### src/rtl/uart_pkg.sv
// Shared types for the configurable UART receiver: parity modes, receiver FSM states
// and the packed word that carries received data plus its status flags.
package uart_pkg;

   localparam int UART_MAX_BITS = 9;

   typedef enum logic [1:0] {
      PAR_NONE = 2'd0,
      PAR_EVEN = 2'd1,
      PAR_ODD  = 2'd2
   } parity_t;

   typedef enum logic [2:0] {
      ST_IDLE,
      ST_START,
      ST_DATA,
      ST_PARITY,
      ST_STOP,
      ST_WAIT_HI
   } rx_state_t;

   typedef struct packed {
      logic [UART_MAX_BITS-1:0] data;
      logic                     frame_err;
      logic                     parity_err;
      logic                     brk;
   } rx_word_t;

endpackage

### src/rtl/uart_rx_fifo.sv
// Show-ahead synchronous FIFO of received words; head entry is visible whenever not empty.
module uart_rx_fifo
   import uart_pkg::*;
#(
   parameter int DEPTH = 4
) (
   input  logic     clk,
   input  logic     rst,
   input  logic     push,
   input  rx_word_t push_word,
   input  logic     pop,
   output rx_word_t head_word,
   output logic     empty,
   output logic     full
);

   localparam int AW = $clog2(DEPTH);

   rx_word_t       mem_q [DEPTH];
   logic [AW-1:0]  wr_ptr_q;
   logic [AW-1:0]  rd_ptr_q;
   logic [AW:0]    count_q;

   assign empty     = (count_q == '0);
   assign full      = (count_q == (AW+1)'(DEPTH));
   assign head_word = mem_q[rd_ptr_q];

   always_ff @(posedge clk or posedge rst) begin
      if (rst) begin
         for (int i = 0; i < DEPTH; i++) mem_q[i] <= '0;
         wr_ptr_q <= '0;
         rd_ptr_q <= '0;
         count_q  <= '0;
      end else begin
         if (push) begin
            mem_q[wr_ptr_q] <= push_word;
            wr_ptr_q        <= wr_ptr_q + 1'b1;
         end
         if (pop) rd_ptr_q <= rd_ptr_q + 1'b1;
         case ({push, pop})
            2'b10:   count_q <= count_q + 1'b1;
            2'b01:   count_q <= count_q - 1'b1;
            default: count_q <= count_q;
         endcase
      end
   end

endmodule

### src/rtl/uart_rx_cfg.sv
// Runtime-configurable UART receiver with valid/ready output.
// UART_RX_FIFO_EN selects a receive FIFO instead of the single holding register.
//
// state      | meaning
// IDLE       | line idle, waiting for falling edge
// START      | half-bit wait, confirm start bit still low
// DATA       | sampling data bits LSB first, one per bit period
// PARITY     | sampling the parity bit
// STOP       | sampling one or two stop bits
// WAIT_HI    | framing error seen, wait for line to return high
module uart_rx_cfg
   import uart_pkg::*;
#(
   parameter int PAYLOAD_BITS = 8,
   parameter int DIV_W        = 16,
   parameter int FIFO_DEPTH   = 4
) (
   input  logic                    clk,
   input  logic                    rst,
   input  logic                    uart_rxd,
   input  logic                    uart_rx_en,
   input  logic [DIV_W-1:0]        cfg_div,
   input  logic [3:0]              cfg_bits,
   input  logic [1:0]              cfg_parity,
   input  logic                    cfg_stop2,
   output logic                    rx_valid,
   input  logic                    rx_ready,
   output logic [PAYLOAD_BITS-1:0] rx_data,
   output logic                    rx_frame_err,
   output logic                    rx_parity_err,
   output logic                    rx_break,
   output logic                    rx_overrun
);

   logic [1:0]              sync_q;
   logic                    rxd_s;
   rx_state_t               state_q, state_d;
   logic [DIV_W-1:0]        cnt_q;
   logic [3:0]              bit_cnt_q;
   logic                    stop_idx_q;
   logic [PAYLOAD_BITS-1:0] data_q;
   logic                    any_one_q, parity_err_q, frame_err_q, done_q;
   logic                    start_frame, load_full, smp_data, smp_par, smp_stop, frame_done;
   logic                    tick, par_en;
   rx_word_t                word_d, out_word;
   logic                    overrun_q;

   assign rxd_s  = sync_q[1];
   assign tick   = (cnt_q == '0);
   assign par_en = (cfg_parity == PAR_EVEN) || (cfg_parity == PAR_ODD);

   always_ff @(posedge clk or posedge rst) begin
      if (rst)              sync_q <= 2'b11;
      else if (!uart_rx_en) sync_q <= 2'b11;
      else                  sync_q <= {sync_q[0], uart_rxd};
   end

   always_ff @(posedge clk or posedge rst) begin
      if (rst) state_q <= ST_IDLE;
      else     state_q <= state_d;
   end

   always_comb begin
      state_d     = state_q;
      start_frame = 1'b0;
      load_full   = 1'b0;
      smp_data    = 1'b0;
      smp_par     = 1'b0;
      smp_stop    = 1'b0;
      frame_done  = 1'b0;
      if (!uart_rx_en) begin
         state_d = ST_IDLE;
      end else begin
         case (state_q)
            ST_IDLE: if (!rxd_s) begin
               state_d     = ST_START;
               start_frame = 1'b1;
            end
            ST_START: if (tick) begin
               if (rxd_s) state_d = ST_IDLE;
               else begin
                  state_d   = ST_DATA;
                  load_full = 1'b1;
               end
            end
            ST_DATA: if (tick) begin
               smp_data  = 1'b1;
               load_full = 1'b1;
               if (bit_cnt_q == cfg_bits - 4'd1) state_d = par_en ? ST_PARITY : ST_STOP;
            end
            ST_PARITY: if (tick) begin
               smp_par   = 1'b1;
               load_full = 1'b1;
               state_d   = ST_STOP;
            end
            ST_STOP: if (tick) begin
               smp_stop  = 1'b1;
               load_full = 1'b1;
               if (!cfg_stop2 || stop_idx_q) begin
                  frame_done = 1'b1;
                  state_d    = (frame_err_q || !rxd_s) ? ST_WAIT_HI : ST_IDLE;
               end
            end
            ST_WAIT_HI: if (rxd_s) state_d = ST_IDLE;
            default: state_d = ST_IDLE;
         endcase
      end
   end

   // Bit timer counts down to a terminal zero; reload value picks mid-bit sampling.
   always_ff @(posedge clk or posedge rst) begin
      if (rst) begin
         cnt_q <= '0;
      end else if (start_frame) begin
         cnt_q <= (cfg_div >> 1) - DIV_W'(1);
      end else if (load_full) begin
         cnt_q <= cfg_div - DIV_W'(1);
      end else if (!tick) begin
         cnt_q <= cnt_q - DIV_W'(1);
      end
   end

   always_ff @(posedge clk or posedge rst) begin
      if (rst) begin
         bit_cnt_q    <= '0;
         stop_idx_q   <= 1'b0;
         data_q       <= '0;
         any_one_q    <= 1'b0;
         parity_err_q <= 1'b0;
         frame_err_q  <= 1'b0;
         done_q       <= 1'b0;
      end else begin
         done_q <= frame_done;
         if (start_frame) begin
            bit_cnt_q    <= '0;
            stop_idx_q   <= 1'b0;
            data_q       <= '0;
            any_one_q    <= 1'b0;
            parity_err_q <= 1'b0;
            frame_err_q  <= 1'b0;
         end
         if (smp_data) begin
            for (int i = 0; i < PAYLOAD_BITS; i++)
               if (bit_cnt_q == 4'(i)) data_q[i] <= rxd_s;
            bit_cnt_q <= bit_cnt_q + 4'd1;
            if (rxd_s) any_one_q <= 1'b1;
         end
         if (smp_par) begin
            if (rxd_s) any_one_q <= 1'b1;
            if (cfg_parity == PAR_EVEN) parity_err_q <= (^data_q) ^ rxd_s;
            else                        parity_err_q <= ~((^data_q) ^ rxd_s);
         end
         if (smp_stop) begin
            stop_idx_q <= 1'b1;
            if (!rxd_s) frame_err_q <= 1'b1;
         end
      end
   end

   always_comb begin
      word_d                         = '0;
      word_d.data[PAYLOAD_BITS-1:0]  = data_q;
      word_d.frame_err               = frame_err_q;
      word_d.parity_err              = parity_err_q;
      word_d.brk                     = frame_err_q && !any_one_q;
   end

`ifdef UART_RX_FIFO_EN
   logic fifo_empty, fifo_full, fifo_push, fifo_pop;

   assign fifo_pop  = rx_ready && !fifo_empty;
   assign fifo_push = done_q && (!fifo_full || fifo_pop);
   assign rx_valid  = !fifo_empty;

   uart_rx_fifo #(.DEPTH(FIFO_DEPTH)) u_fifo (
      .clk       (clk),
      .rst       (rst),
      .push      (fifo_push),
      .push_word (word_d),
      .pop       (fifo_pop),
      .head_word (out_word),
      .empty     (fifo_empty),
      .full      (fifo_full)
   );

   always_ff @(posedge clk or posedge rst) begin
      if (rst) overrun_q <= 1'b0;
      else     overrun_q <= done_q && !fifo_push;
   end
`else
   logic hold_valid_q;

   assign rx_valid = hold_valid_q;

   // A word being read this cycle frees the register for the completing word.
   always_ff @(posedge clk or posedge rst) begin
      if (rst) begin
         out_word     <= '0;
         hold_valid_q <= 1'b0;
         overrun_q    <= 1'b0;
      end else begin
         overrun_q <= 1'b0;
         if (done_q) begin
            if (!hold_valid_q || rx_ready) begin
               out_word     <= word_d;
               hold_valid_q <= 1'b1;
            end else begin
               overrun_q <= 1'b1;
            end
         end else if (rx_ready) begin
            hold_valid_q <= 1'b0;
         end
      end
   end
`endif

   logic unused_hi;
   assign unused_hi = ^(out_word.data >> PAYLOAD_BITS);

   assign rx_data       = out_word.data[PAYLOAD_BITS-1:0];
   assign rx_frame_err  = out_word.frame_err;
   assign rx_parity_err = out_word.parity_err;
   assign rx_break      = out_word.brk;
   assign rx_overrun    = overrun_q;

endmodule

### config.mk
export PLATFORM = sky130hd
export DESIGN_NAME = uart_rx_cfg
export DESIGN_NICKNAME = d
export VERILOG_FILES = /design/src/rtl/uart_pkg.sv /design/src/rtl/uart_rx_fifo.sv /design/src/rtl/uart_rx_cfg.sv
export SDC_FILE = /design/constraint.sdc
export NUM_CORES = 1
export LEC_CHECK = 0
export ABC_AREA = 1
export BUFFER_PORTS_ARGS = -buffer_cell sky130_fd_sc_hd__buf_2
export CAP_MARGIN = 40
export CORE_ASPECT_RATIO = 1.25
export CORE_MARGIN = 2
export CORE_UTILIZATION = 50
export CTS_CLUSTER_DIAMETER = 40
export DETAILED_ROUTE_END_ITERATION = 16
export GPL_TIMING_DRIVEN = 0
export HOLD_SLACK_MARGIN = 0.1
export PLACE_DENSITY = 0.71
export SETUP_SLACK_MARGIN = 0.2
export SLEW_MARGIN = 10
export SYNTH_ARGS = -nofsm -noshare
export SYNTH_HDL_FRONTEND = slang
export SYNTH_SLANG_ARGS = --single-unit
### constraint.sdc
create_clock -name clk -period 2.7 [get_ports clk]
set_clock_uncertainty 0.1 [all_clocks]
set_input_delay 0.135 -clock clk [delete_from_list [all_inputs] [get_ports clk]]
set_output_delay 0.135 -clock clk [all_outputs]
set_load 0.01 [all_outputs]
==> metrics.txt <==
# TYPE chip_impl_metric gauge
chip_impl_metric{name="cts_sinks",unit=""} 51
chip_impl_metric{name="fp-row-count",unit=""} 32
chip_impl_info{name="critPathKind",value="reg -> reg"} 1
chip_impl_metric{name="power.share.clock",unit="%"} 16.0
chip_impl_metric{name="portion_of_synthesized_cell_area_occupied_by_the_leading_cell_type",unit="%"} 38.9
chip_impl_metric{name="antenna_cells",unit=""} 0
chip_impl_info{name="critical_path.startpoint_type",value="register"} 1
chip_impl_info{name="ys_dominant_reg_cell",value="dfrtp_1"} 1
chip_impl_metric{name="worst-endpoint-arrival",unit="ns"} 2.56
chip_impl_metric{name="worst_ir_drop_vdd",unit="uV"} 446
chip_impl_metric{name="number_of_cells_produced_by_synthesis",unit=""} 413
chip_impl_info{name="yosysTopAreaCell",value="dfrtp_1"} 1
chip_impl_metric{name="drt-initial-drc-count",unit=""} 152
chip_impl_metric{name="worst_pin_slew",unit="ns"} 0.433
chip_impl_metric{name="cts_made_buffers",unit=""} 5
chip_impl_metric{name="ant_nets",unit=""} 0
chip_impl_metric{name="power-per-cell-area",unit="nW/um^2"} 755
chip_impl_metric{name="layout.nets",unit=""} 504
chip_impl_metric{name="grt_use_total",unit="%"} 22.3
chip_impl_metric{name="detail_route.vias_per_cell",unit=""} 5.19
chip_impl_metric{name="overall_die_area",unit="sq um"} 6960
chip_impl_metric{name="clk_pin_slew",unit="ns"} 0.10
chip_impl_info{name="worstPathCellList",value="or2_4 > nor2_4 > nand2_4 > buf_6 > buf_4 > o21ai_2 > ha_1 > nand2_1 > nor2_2 > nand2_2 > nor2_1 > nand2_1 > a21oi_1"} 1
chip_impl_info{name="clock_tree_from_tritoncts",value="yes"} 1
chip_impl_metric{name="synth-seq-area-share",unit="%"} 40.6
chip_impl_metric{name="core-area",unit="sq um"} 6130
chip_impl_metric{name="hold_viol_final",unit=""} 0
chip_impl_metric{name="synth_cell_type_count",unit=""} 38
chip_impl_metric{name="vias_in_the_first_global_route",unit=""} 2791
chip_impl_metric{name="p_leak",unit="nW"} 1.84
chip_impl_metric{name="initial_core_util",unit="%"} 51.4
chip_impl_metric{name="synthesis.nets",unit=""} 448
chip_impl_metric{name="ys_async_sr_fraction",unit="%"} 100
chip_impl_metric{name="fmax",unit="GHz"} 0.412
chip_impl_metric{name="die_w",unit="um"} 75
chip_impl_info{name="synthTopCellsByArea",value="dfrtp_1 39%, nand2_1 10%, nand3_1 7.9%"} 1
chip_impl_metric{name="slew_viol_final",unit=""} 0
chip_impl_metric{name="remaining_drc_errors",unit=""} 0
chip_impl_metric{name="post-dp-hpwl",unit="um"} 5550
chip_impl_metric{name="power.share.switching",unit="%"} 42.8
chip_impl_metric{name="setup_viol",unit=""} 0
chip_impl_info{name="critical-path-top-delay-family",value="simple AND/OR/NAND/NOR gates"} 1
chip_impl_metric{name="synth_area_per_cell",unit="sq um"} 7.63
chip_impl_metric{name="gp_congestion",unit=""} 0.967
chip_impl_metric{name="postLayoutCoreUtil",unit="%"} 59.8
chip_impl_metric{name="cellInternalPower",unit="mW"} 1.58
chip_impl_metric{name="num_io_pins",unit=""} 41
chip_impl_info{name="final_cell_mix",value="83 x nand2_1, 50 x nand3_1, 49 x dfrtp_1"} 1
chip_impl_metric{name="synth_edf_count",unit=""} 0
chip_impl_metric{name="crit_fanout",unit=""} 10
chip_impl_info{name="final_common_cell",value="nand2_1"} 1
chip_impl_metric{name="wire_length_after_detailed_routing",unit="um"} 7200
chip_impl_metric{name="totalPowerFinal",unit="mW"} 2.76
chip_impl_metric{name="antenna_found_initial",unit=""} 0
chip_impl_metric{name="cts_max_level",unit=""} 2
chip_impl_metric{name="path_buf_inv",unit=""} 2
chip_impl_metric{name="chipHeight",unit="um"} 92.8
chip_impl_metric{name="final_layout_size_suffix_gt1_share",unit="%"} 22.6
chip_impl_metric{name="p_seq_share",unit="%"} 38.5
chip_impl_info{name="result_of_the_run",value="complete, no violations"} 1
chip_impl_metric{name="filler_cell_count",unit=""} 594
chip_impl_metric{name="timing.slew.headroom",unit="%"} 71.1
chip_impl_info{name="path_common_cell",value="nand2_1"} 1
chip_impl_metric{name="synthesis.area",unit="sq um"} 3150
chip_impl_metric{name="clk-insertion-delay-late",unit="ns"} 0.30
chip_impl_metric{name="yosysWarnings",unit=""} 0
chip_impl_metric{name="maxCapViolCount",unit=""} 0
chip_impl_metric{name="total_switching_power",unit="mW"} 1.18
chip_impl_metric{name="detail_route.wl_per_cell",unit="um"} 13.0
chip_impl_metric{name="crit_path_max_incr_delay",unit="ns"} 0.40
chip_impl_metric{name="whs",unit="ns"} 0.136
chip_impl_metric{name="synth-seq-cells",unit=""} 51
chip_impl_metric{name="clk_path_buf_depth",unit=""} 2
chip_impl_metric{name="drt_first_pass_iters",unit=""} 4
chip_impl_metric{name="share_comb_of_total_power",unit="%"} 45.5
chip_impl_metric{name="grt_start_max_net_pins",unit=""} 35
chip_impl_metric{name="grt_pass1_wl",unit="um"} 12000
chip_impl_info{name="critical_path_cell_with_the_highest_stage_delay",value="dfrtp_1"} 1
chip_impl_metric{name="cp.required",unit="ns"} 2.83
chip_impl_metric{name="globalRouteOverflowTotal",unit=""} 0
chip_impl_metric{name="area_delta_synth_final",unit="%"} 16.2
chip_impl_info{name="crit_path_end_kind",value="register"} 1
chip_impl_metric{name="post-route-min-period",unit="ns"} 2.43
chip_impl_info{name="root_buffer",value="clkbuf_8"} 1
chip_impl_info{name="rsz_0062_raised_after_global_routing",value="true"} 1
chip_impl_info{name="holdCritPathClass",value="in -> reg"} 1
chip_impl_metric{name="via_count",unit=""} 2882
chip_impl_metric{name="finalCritPeriodShare",unit="%"} 89.9
chip_impl_metric{name="buffer_ports.inserted",unit=""} 40
chip_impl_metric{name="post_route_setup_tns",unit="ns"} 0
## per-stage QoR
step	setup slack (ns)	instances	instance area [sq um]
floorplan	0.457	413	3150
global placement	0.0585	538	3460
detailed placement	0.0663	539	3480
CTS	0.225	553	3630
global route	0.113	555	3660
finish	0.272	555	3660
## worst reg2reg max path, cell delays in order (launching register included)
cell     delay, ns
dfrtp_1       0.40
or2_4         0.28
nor2_4        0.13
nand2_4       0.10
buf_6         0.17
buf_4         0.18
o21ai_2       0.15
ha_1          0.20
nand2_1       0.09
nor2_2        0.12
nand2_2       0.12
nor2_1        0.12
nand2_1       0.06
a21oi_1       0.15
## synth_stat cells (2+ instances only)
library cell,count
nand4_1,3
nand2_1,84
nand3_1,50
or2_0,4
nor2_2,4
o21bai_1,3
or2_2,4
inv_2,3
nand2_2,14
a21oi_1,21
o21ai_0,23
nor3_1,5
dfrtp_1,49
or2_4,3
or2_1,7
nand2_4,4
xor2_1,7
dfstp_2,2
buf_6,2
buf_2,4
nand3b_1,6
ha_1,7
inv_1,38
nor2_4,4
nor2_1,44
xnor2_1,6
## power groups by stage
stage	sequential, mW	combinational, mW	clock [mW]
floorplan	1.05	0.967	0
finish	1.07	1.26	0.442
global route	1.09	1.41	0.485
global placement	1.08	1.17	0
detailed placement	1.08	1.20	0
CTS	1.06	1.23	0.447
## sequential cells by signal (all words and copies together), names as in the netlist
signal         flops
data_q             8
rx_overrun         1
rx_valid           1
frame_err_q        1
sync_q             2
stop_idx_q         1
done_q             1
any_one_q          1
rx_data            8
state_q            3
rx_parity_err      1
parity_err_q       1
cnt_q             16
rx_break           1
bit_cnt_q          4
rx_frame_err       1
## logic make-up after synthesis
logic type	synth area share, %
flops	40.6
buf+inv	6.83
fa+ha+maj	2.78
xor+xnor	3.61
simple gates	36.8
compound gates	9.41
## cell type report
class | count | area [sq um] | share of cell area [%]
clock buffers | 6 | 72.6 | 1.98
plain buffers | 9 | 63.8 | 1.74
multi-input cells | 311 | 1680 | 45.8
clock inverters | 2 | 12.5 | 0.342
repair buffers | 49 | 293 | 7.99
inverters | 42 | 158 | 4.30
flip-flops and latches | 51 | 1280 | 34.9
well taps | 85 | 106 | 2.90
## final timing paths
kind | end | depth (start not counted) | slack, ns | start
worst max-delay path | cnt_q[14] | 13 | 0.27 | state_q[1]
worst min-delay path | cnt_q[3] | 4 | 0.14 | cfg_div[1]
worst max register to register | cnt_q[14] | 13 | 0.27 | state_q[1]
worst min register to register | rx_data[6] | 2 | 0.38 | rx_data[6]
max in group asynchronous | data_q[1] | 4 | 1.71 | rst
min in group asynchronous | state_q[0] | 3 | 0.27 | rst
## per-layer routing
layer / global-route usage, % / part of all wire [%] / routed length, um
met1: 24.9 / 40 / 2860
met2: 41.2 / 53 / 3850
met3: 2.94 / 3.6 / 257
met4: 9.08 / 3.2 / 231
met5: 0 / 0 / 0
## timing repair
item	4_1_cts	5_1_grt
hold buffers	5	0
buffers inserted	1	2
hold endpoints to repair	29	0
endpoints found under the setup margin	6	13
pin swaps	0	1
resized for setup	4	5
Note: power is estimated with default switching activity, not from simulation.
